==> src/rtl/d_reader.sv <==
// -----------------------------------------------------------------------------
// d_reader
// Pulls words out of two destination FIFOs (D0, D1) with round-robin
// arbitration, registers each word two cycles after its pop strobe, checks the
// destination tag (bit 4) and keeps per-source word counters.
//
// Ports
//   clk          single clock, rising edge
//   reset_L      asynchronous active-low reset
//   enable       high permits new reads
//   D0_empty     D0 FIFO empty flag
//   D1_empty     D1 FIFO empty flag
//   D0_data_out  D0 FIFO read data, valid the cycle after D0_rd
//   D1_data_out  D1 FIFO read data, valid the cycle after D1_rd
//   D0_rd        D0 pop strobe (combinational)
//   D1_rd        D1 pop strobe (combinational)
//   data_out     last captured word
//   data_valid   data_out holds a new word this cycle
//   data_src     0 = word came from D0, 1 = from D1
//   cnt_D0       saturating count of words captured from D0
//   cnt_D1       saturating count of words captured from D1
//   dest_error   sticky tag-mismatch flag
//   state        FSM state
//
// state  | meaning
// IDLE   | waiting for enable, no reads
// ACTIVE | reading round-robin while enable is high
// DRAIN  | enable dropped, no new reads, waiting for in-flight words
// ERROR  | a mismatched word was captured; no reads until reset
// -----------------------------------------------------------------------------
module d_reader #(
   parameter int BW   = 6,
   parameter int CNTW = 5
) (
   input  logic            clk,
   input  logic            reset_L,
   input  logic            enable,
   input  logic            D0_empty,
   input  logic            D1_empty,
   input  logic [BW-1:0]   D0_data_out,
   input  logic [BW-1:0]   D1_data_out,
   output logic            D0_rd,
   output logic            D1_rd,
   output logic [BW-1:0]   data_out,
   output logic            data_valid,
   output logic            data_src,
   output logic [CNTW-1:0] cnt_D0,
   output logic [CNTW-1:0] cnt_D1,
   output logic            dest_error,
   output logic [1:0]      state
);

   typedef enum logic [1:0] {
      ST_IDLE   = 2'd0,
      ST_ACTIVE = 2'd1,
      ST_DRAIN  = 2'd2,
      ST_ERROR  = 2'd3
   } state_t;

   localparam logic [CNTW-1:0] CNT_MAX = '1;

   state_t        state_q;
   logic          ptr_q;        // source whose turn it is when both have data
   logic          pend_q;       // a pop was issued last cycle
   logic          pend_src_q;   // source of that pop
   logic          rd_any;
   logic          rd_src;
   logic [BW-1:0] word_in;
   logic          mismatch;

   // Arbitration: both non-empty -> pointed source, otherwise whichever has data.
   always_comb begin
      rd_any = 1'b0;
      rd_src = 1'b0;
      if (state_q == ST_ACTIVE && enable) begin
         if (!D0_empty && !D1_empty) begin
            rd_any = 1'b1;
            rd_src = ptr_q;
         end else if (!D0_empty) begin
            rd_any = 1'b1;
            rd_src = 1'b0;
         end else if (!D1_empty) begin
            rd_any = 1'b1;
            rd_src = 1'b1;
         end
      end
   end

   assign D0_rd = rd_any & ~rd_src;
   assign D1_rd = rd_any &  rd_src;

   // FIFO data for last cycle's pop is on the bus now; bit 4 must equal the source.
   assign word_in  = pend_src_q ? D1_data_out : D0_data_out;
   assign mismatch = pend_q && (word_in[4] != pend_src_q);

   assign state = state_q;

   always_ff @(posedge clk or negedge reset_L) begin
      if (!reset_L) begin
         state_q    <= ST_IDLE;
         ptr_q      <= 1'b0;
         pend_q     <= 1'b0;
         pend_src_q <= 1'b0;
         data_out   <= '0;
         data_valid <= 1'b0;
         data_src   <= 1'b0;
         cnt_D0     <= '0;
         cnt_D1     <= '0;
         dest_error <= 1'b0;
      end else begin
         // Pointer always moves to the source not just read; both arbitration
         // cases reduce to that.
         if (rd_any) begin
            ptr_q <= ~rd_src;
         end

         pend_q     <= rd_any;
         pend_src_q <= rd_src;

         data_valid <= pend_q;
         if (pend_q) begin
            data_out <= word_in;
            data_src <= pend_src_q;
            if (pend_src_q) begin
               if (cnt_D1 != CNT_MAX) begin
                  cnt_D1 <= cnt_D1 + 1'b1;
               end
            end else begin
               if (cnt_D0 != CNT_MAX) begin
                  cnt_D0 <= cnt_D0 + 1'b1;
               end
            end
         end

         if (mismatch) begin
            dest_error <= 1'b1;
         end

         // A mismatch wins over any enable-driven move.
         if (mismatch) begin
            state_q <= ST_ERROR;
         end else begin
            case (state_q)
               ST_IDLE: begin
                  if (enable) begin
                     state_q <= ST_ACTIVE;
                  end
               end
               ST_ACTIVE: begin
                  if (!enable) begin
                     state_q <= ST_DRAIN;
                  end
               end
               ST_DRAIN: begin
                  if (enable) begin
                     state_q <= ST_ACTIVE;
                  end else if (!pend_q) begin
                     state_q <= ST_IDLE;
                  end
               end
               ST_ERROR: begin
                  state_q <= ST_ERROR;
               end
               default: begin
                  state_q <= ST_ERROR;
               end
            endcase
         end
      end
   end

endmodule

==> config.mk <==
export PLATFORM = sky130hd
export DESIGN_NAME = d_reader
export DESIGN_NICKNAME = d
export VERILOG_FILES = /design/src/rtl/d_reader.sv
export SDC_FILE = /design/constraint.sdc
export NUM_CORES = 1
export LEC_CHECK = 0
export CAP_MARGIN = 20
export CORE_ASPECT_RATIO = 0.7
export CORE_MARGIN = 2
export CORE_UTILIZATION = 46
export CTS_CLUSTER_SIZE = 40
export DETAILED_ROUTE_END_ITERATION = 8
export GPL_TIMING_DRIVEN = 0
export PLACE_DENSITY = 0.94
export SYNTH_ARGS = -nofsm -noshare
export SYNTH_HDL_FRONTEND = slang
export SYNTH_SLANG_ARGS = --single-unit
==> constraint.sdc <==
create_clock -name clk -period 4.35 [get_ports clk]
set_input_delay 0.435 -clock clk [delete_from_list [all_inputs] [get_ports clk]]
set_output_delay 0.435 -clock clk [all_outputs]
set_load 0.01 [all_outputs]
# --- Word level (Yosys, flattened, before mapping) ---
# Cells that the tools add are included.
word_totals:
  reg_bits: 24
  output_inout_bits: 23
  inputBits: 17
classes:
  eq_ne: 9
  add_sub_neg: 2
  bitwise_logic: 4
  reduce_logical: 9
  muxes: 14
ops:
  columns: ["operator", "n"]
  rows:
  - ["$add A5 B1 Y5 const B", 2]
  - ["$mux W2", 5]
  - ["$ne A5 B5 Y1 const B", 2]
  - ["$reduce_and A3 Y1", 3]
  - ["$pmux W2 S4", 1]
  - ["$mux W1", 7]
  - ["$mux W6", 1]
  - ["$ne A3 B3 Y1 const B", 2]
  - ["$eq A2 B2 Y1 const B", 2]
  - ["$ne A4 B4 Y1 const B", 1]
  - ["$logic_and A1 B1 Y1", 3]
  - ["$and A1 B1 Y1", 2]
  - ["$eq A2 B1 Y1 const B", 1]
  - ["$logic_not A1 Y1", 2]
  - ["$logic_not A2 Y1", 1]
  - ["$not A1 Y1", 2]
  - ["$ne A1 B1 Y1", 1]

# --- Longest topological paths before layout ---
depth:
  depth_word: 6
  depth_mapped: 7
  ltp_nobuf: 6

# --- Worst setup path before layout ---
# No wires, ideal clock.
synth_path:
  path_type: "register to register"
  startpoint: "register cnt_D1[0]"
  endpoint: "register cnt_D1[1]"
  t_required_ns: 4.225
  path_stages_with_launch: 7
  n_path_buf: 1
  setup_slack_ns: 2.592
  setup_time_ns: 0.125
  arrival_ns: 1.634
  synth_period_minus_slack_ns: 1.758
  path_cell_list: "dfrtp_1 > ha_1 > and3_1 > ha_1 > and3b_1 > clkbuf_2 > mux2_2"
synth_via:
  elab_chain_cells: 2
synth_lines:
  columns: ["item", "line_no", "source"]
  rows:
  - ["start: declaration", "48", "output logic [CNTW-1:0] cnt_D1,"]
  - ["start signal: assignment", "126", "cnt_D1 <= cnt_D1 + 1'b1;"]
  - ["branches (longest 2 deep; another with $add A5 B1 Y5)", null, null]
# Parallel ways; which one is timed is not known.
# A chain may end at the register's enable or synchronous reset.

# --- Final worst setup path ---
layout_path:
  startpoint: "input port enable"
  endpoint: "output port D0_rd"
layout_via:
  elab_chain_cells: 4
layout_lines:
  columns: ["item", "line_no", "source"]
  rows:
  - ["start: declaration", "37", "input logic enable,"]
  - ["$logic_and A1 B1 Y1", "75", "if (state_q == ST_ACTIVE && enable) begin"]
  - ["$mux W1", "75", null]
  - ["via rd_src", "67", "logic rd_src;"]
  - ["$not A1 Y1", "89", "assign D0_rd = rd_any & ~rd_src;"]
  - ["$and A1 B1 Y1", "89", null]
  - ["end: declaration", "42", "output logic D0_rd,"]
# The timed path passes the listed nets, and every way through them passes these cells.

==> impl_metrics.json <==
{
  "largest_net_degree_at_the_start_of_global_routing": 25,
  "vias": 815,
  "reg2reg_setup_slack_ns": 2.50,
  "cp_data_arrival_time_ns": 2.00,
  "r2r_end": "cnt_D0[1]$_DFFE_PN0P_",
  "first_global_vias": 837,
  "worst_reg2reg_path_length_in_cells": 5,
  "post_cts_hold_buffer_count": 0,
  "synth.cell_area_mm2": 0.001056,
  "clk_pin_slew_worst_paths_ns": 0.13,
  "fin_tns_setup_ns": 0,
  "overflow": 0,
  "wl_met3_um": 162,
  "final-max-slew-violation-count": 0,
  "post_drt_wl_per_cell_um": 13.80,
  "timing.critical_path.to_type": "output pin",
  "synth.yosys.seq_area_share": 0.5687,
  "post_cts.repair.setup_buffers": 0,
  "critical_path_peak_fanout": 4,
  "core_mm2": 0.002155,
  "finalWorstPathRequiredPeriod_ns": 2.431,
  "grt_setup_unrepaired": "false",
  "highest-signal-layer": "met4",
  "syn-num-nets": 108,
  "timing.hold.worst.class": "in -> async",
  "place.gp.congestion": 0.7136,
  "total_met2_wirelength_after_detailed_routing_um": 1109,
  "row_count": 14,
  "timing.final.crit_share": 0.5589,
  "hold_violations": 0,
  "clock-skew-final_ns": 0.003469,
  "status": "finished, final reports clean",
  "fin_nets": 153,
  "worst_slew_margin_rel": 0.7946,
  "cp_data_required_time_ns": 3.91,
  "drive_above_1_share": 0.1145,
  "die-width_um": 61.27,
  "synth-compound-area-share": 0.05806,
  "largest_family_of_logic_cells_by_synthesized_area": "simple AND/OR/NAND/NOR gates",
  "antenna_found_initial": 0,
  "initial_detailed_routing_violation_count": 25,
  "cts_tree": "done",
  "ctsRootBufferMaster": "clkbuf_4",
  "postSynth.asyncResetShare": 1.000,
  "ioPinCount": 40,
  "number_of_port_buffers": 39,
  "postCtsResizedCells": 0,
  "hold-worst-slack_ns": 0.3446,
  "clock_latency_ns": 0.32,
  "fmaxAchievable_mhz": 411.3,
  "wire_length_on_met1_um": 966,
  "synthesis.yosys.warnings": 0,
  "synth_xor_area_frac": 0.04976,
  "die_area_mm2": 0.002701,
  "antenna_cells": 0,
  "die-height_um": 44.09,
  "synth_fa_ha_area_frac": 0.04739,
  "drv.max_cap_violation_count": 0,
  "p_leak_nw": 0.6949,
  "cellPowerDensity_mw_per_mm2": 492.5,
  "peakVddDrop_mv": 0.2838,
  "finalSetupViolCount": 0,
  "hpwlAfterDp_um": 1701,
  "drt_wl_total_um": 2250,
  "cts_num_sinks": 24,
  "category_of_the_worst_setup_path_launch_point": "input port",
  "detailedRoute.firstPassIterationCount": 4,
  "cts-buffers-inserted": 3,
  "grt_first_pass_wirelength_um": 3739,
  "worst-slew-pin-transition_ns": 0.3057,
  "initial_core_utilization": 0.4901,
  "yosys.area_share.simple": 0.1374,
  "area_growth_syn_to_layout_pct": 46.80,
  "globalRouteTotalUtil": 0.1957,
  "ys_seq_elements": 24,
  "synth.mux.area_fraction": 0.1007,
  "commonest_register_cell_after_synthesis": "dfrtp_1",
  "worst_r2r_startpoint": "cnt_D0[0]$_DFFE_PN0P_",
  "drc": 0,
  "synth_cells": 87,
  "drtAntennaViolNets": 0,
  "cts-root-to-sink-buffers": 2,
  "synth_enable_flop_cells": 0,
  "cts_htree_levels": 1,
  "routed_via_density": 5.000,
  "synth.avg_cell_area_um2": 12.14,
  "timing_worst_setup_path_type": "in -> out",
  "post_synth_num_cell_types": 26
}
==> registers in the layout (all words and copies together), names as in the netlist <==
name	flops
data_out	6
pend_src_q	1
cnt_D0	5
cnt_D1	5
dest_error	1
pend_q	1
data_valid	1
ptr_q	1
state	2
data_src	1
==> cell usage in the layout (no fill, tap or decap), drive strengths merged <==
master	synthesis	routed
a21o	1	1
a21oi	7	7
a31oi	1	1
and3	2	2
and3b	1	1
buf	3	4
clkbuf	1	5
clkdlybuf4s50	0	39
dfrtp	24	24
ha	4	4
inv	2	2
mux2	5	5
mux2i	5	5
nand2	4	4
nand2b	3	3
nand3	1	1
nand3b	1	1
nand4	2	2
nor2	8	8
nor2b	1	1
nor3	2	2
nor3b	1	1
o211ai	1	1
o21ai	1	1
xnor2	4	4
xor2	2	2
==> final cells by class <==
class / instances / area [µm²]
Fill cell: 175 / 604.3
Sequential cell: 24 / 600.6
Timing Repair Buffer: 40 / 417.9
Multi-Input combinational cell: 57 / 415.4
Tap cell: 32 / 40.04
Clock buffer: 4 / 36.28
Buffer: 4 / 32.53
Inverter: 2 / 7.507
==> per-stage QoR <==
stage                     total power [mW]  instances  utilization  setup slack [ns]  instance area [µm²]
after floorplan                     0.4701         87            -             2.592                 1056
after CTS                           0.7667        162       0.7067             1.904                 1523
after detailed placement            0.6494        158       0.6899             1.913                 1486
final                               0.7635        163       0.7195             1.919                 1550
after global placement              0.6302        158       0.6899             1.938                 1486
after global routing                0.8124        163       0.7195             1.813                 1550
==> synth_stat cells, types with 2 or more instances <==
cell type	instances	area (µm²)
ha_1	4	50.05
a21oi_1	7	35.03
nor3_1	2	10.01
buf_6	2	22.52
dfrtp_1	24	600.6
nor2_1	8	30.03
nand4_1	2	12.51
nand2b_1	3	18.77
and3_1	2	12.51
xnor2_1	4	35.03
inv_1	2	7.510
mux2_2	5	56.30
mux2i_1	5	50.05
nand2_1	4	15.01
xor2_1	2	17.52
==> worst max-delay path, cell delays in order <==
cell,delay [ns]
clkdlybuf4s50_1,0.53
nand3b_1,0.15
nor3_1,0.31
nor2_1,0.09
clkdlybuf4s50_1,0.48
==> kinds of logic (layout without fill, tap and decap cells) <==
| group | Yosys count | count (layout) |
|---|---|---|
| muxes | 10 | 10 |
| AOI/OAI and AO/OA | 11 | 11 |
| and+or+nand+nor | 26 | 26 |
| buffers and inverters | 6 | 50 |
| adders and majority gates | 4 | 4 |
| xor gates and xnor gates | 6 | 6 |
| DFF | 24 | 24 |
==> per-layer routing <==
metal  GRT usage  vias to the layer above
met4     0.05217                        0
met5           0                        -
li1            -                      387
met3     0.07310                        2
met2      0.3298                       30
met1      0.2370                      396
==> power breakdown <==
group	leakage [nW]	switching [mW]	total (mW)	internal, mW
clock network	0.0210	0.0653	0.117	0.0512
registers	0.294	0.0546	0.346	0.291
logic	0.380	0.123	0.301	0.179
total	0.695	0.243	0.764	0.521
==> how the worst max path moves through the flow <==
stage,start,end,slack (ns),cells after the start
after floorplan,cnt_D1[0]$_DFFE_PN0P_,cnt_D1[1]$_DFFE_PN0P_,2.59,6
after global placement,enable,D0_rd,1.94,5
after detailed placement,enable,D0_rd,1.91,5
after CTS,enable,D0_rd,1.90,5
after global routing,enable,D0_rd,1.81,5
final,enable,D0_rd,1.92,5
Note: power is estimated with default switching activity, not from simulation.
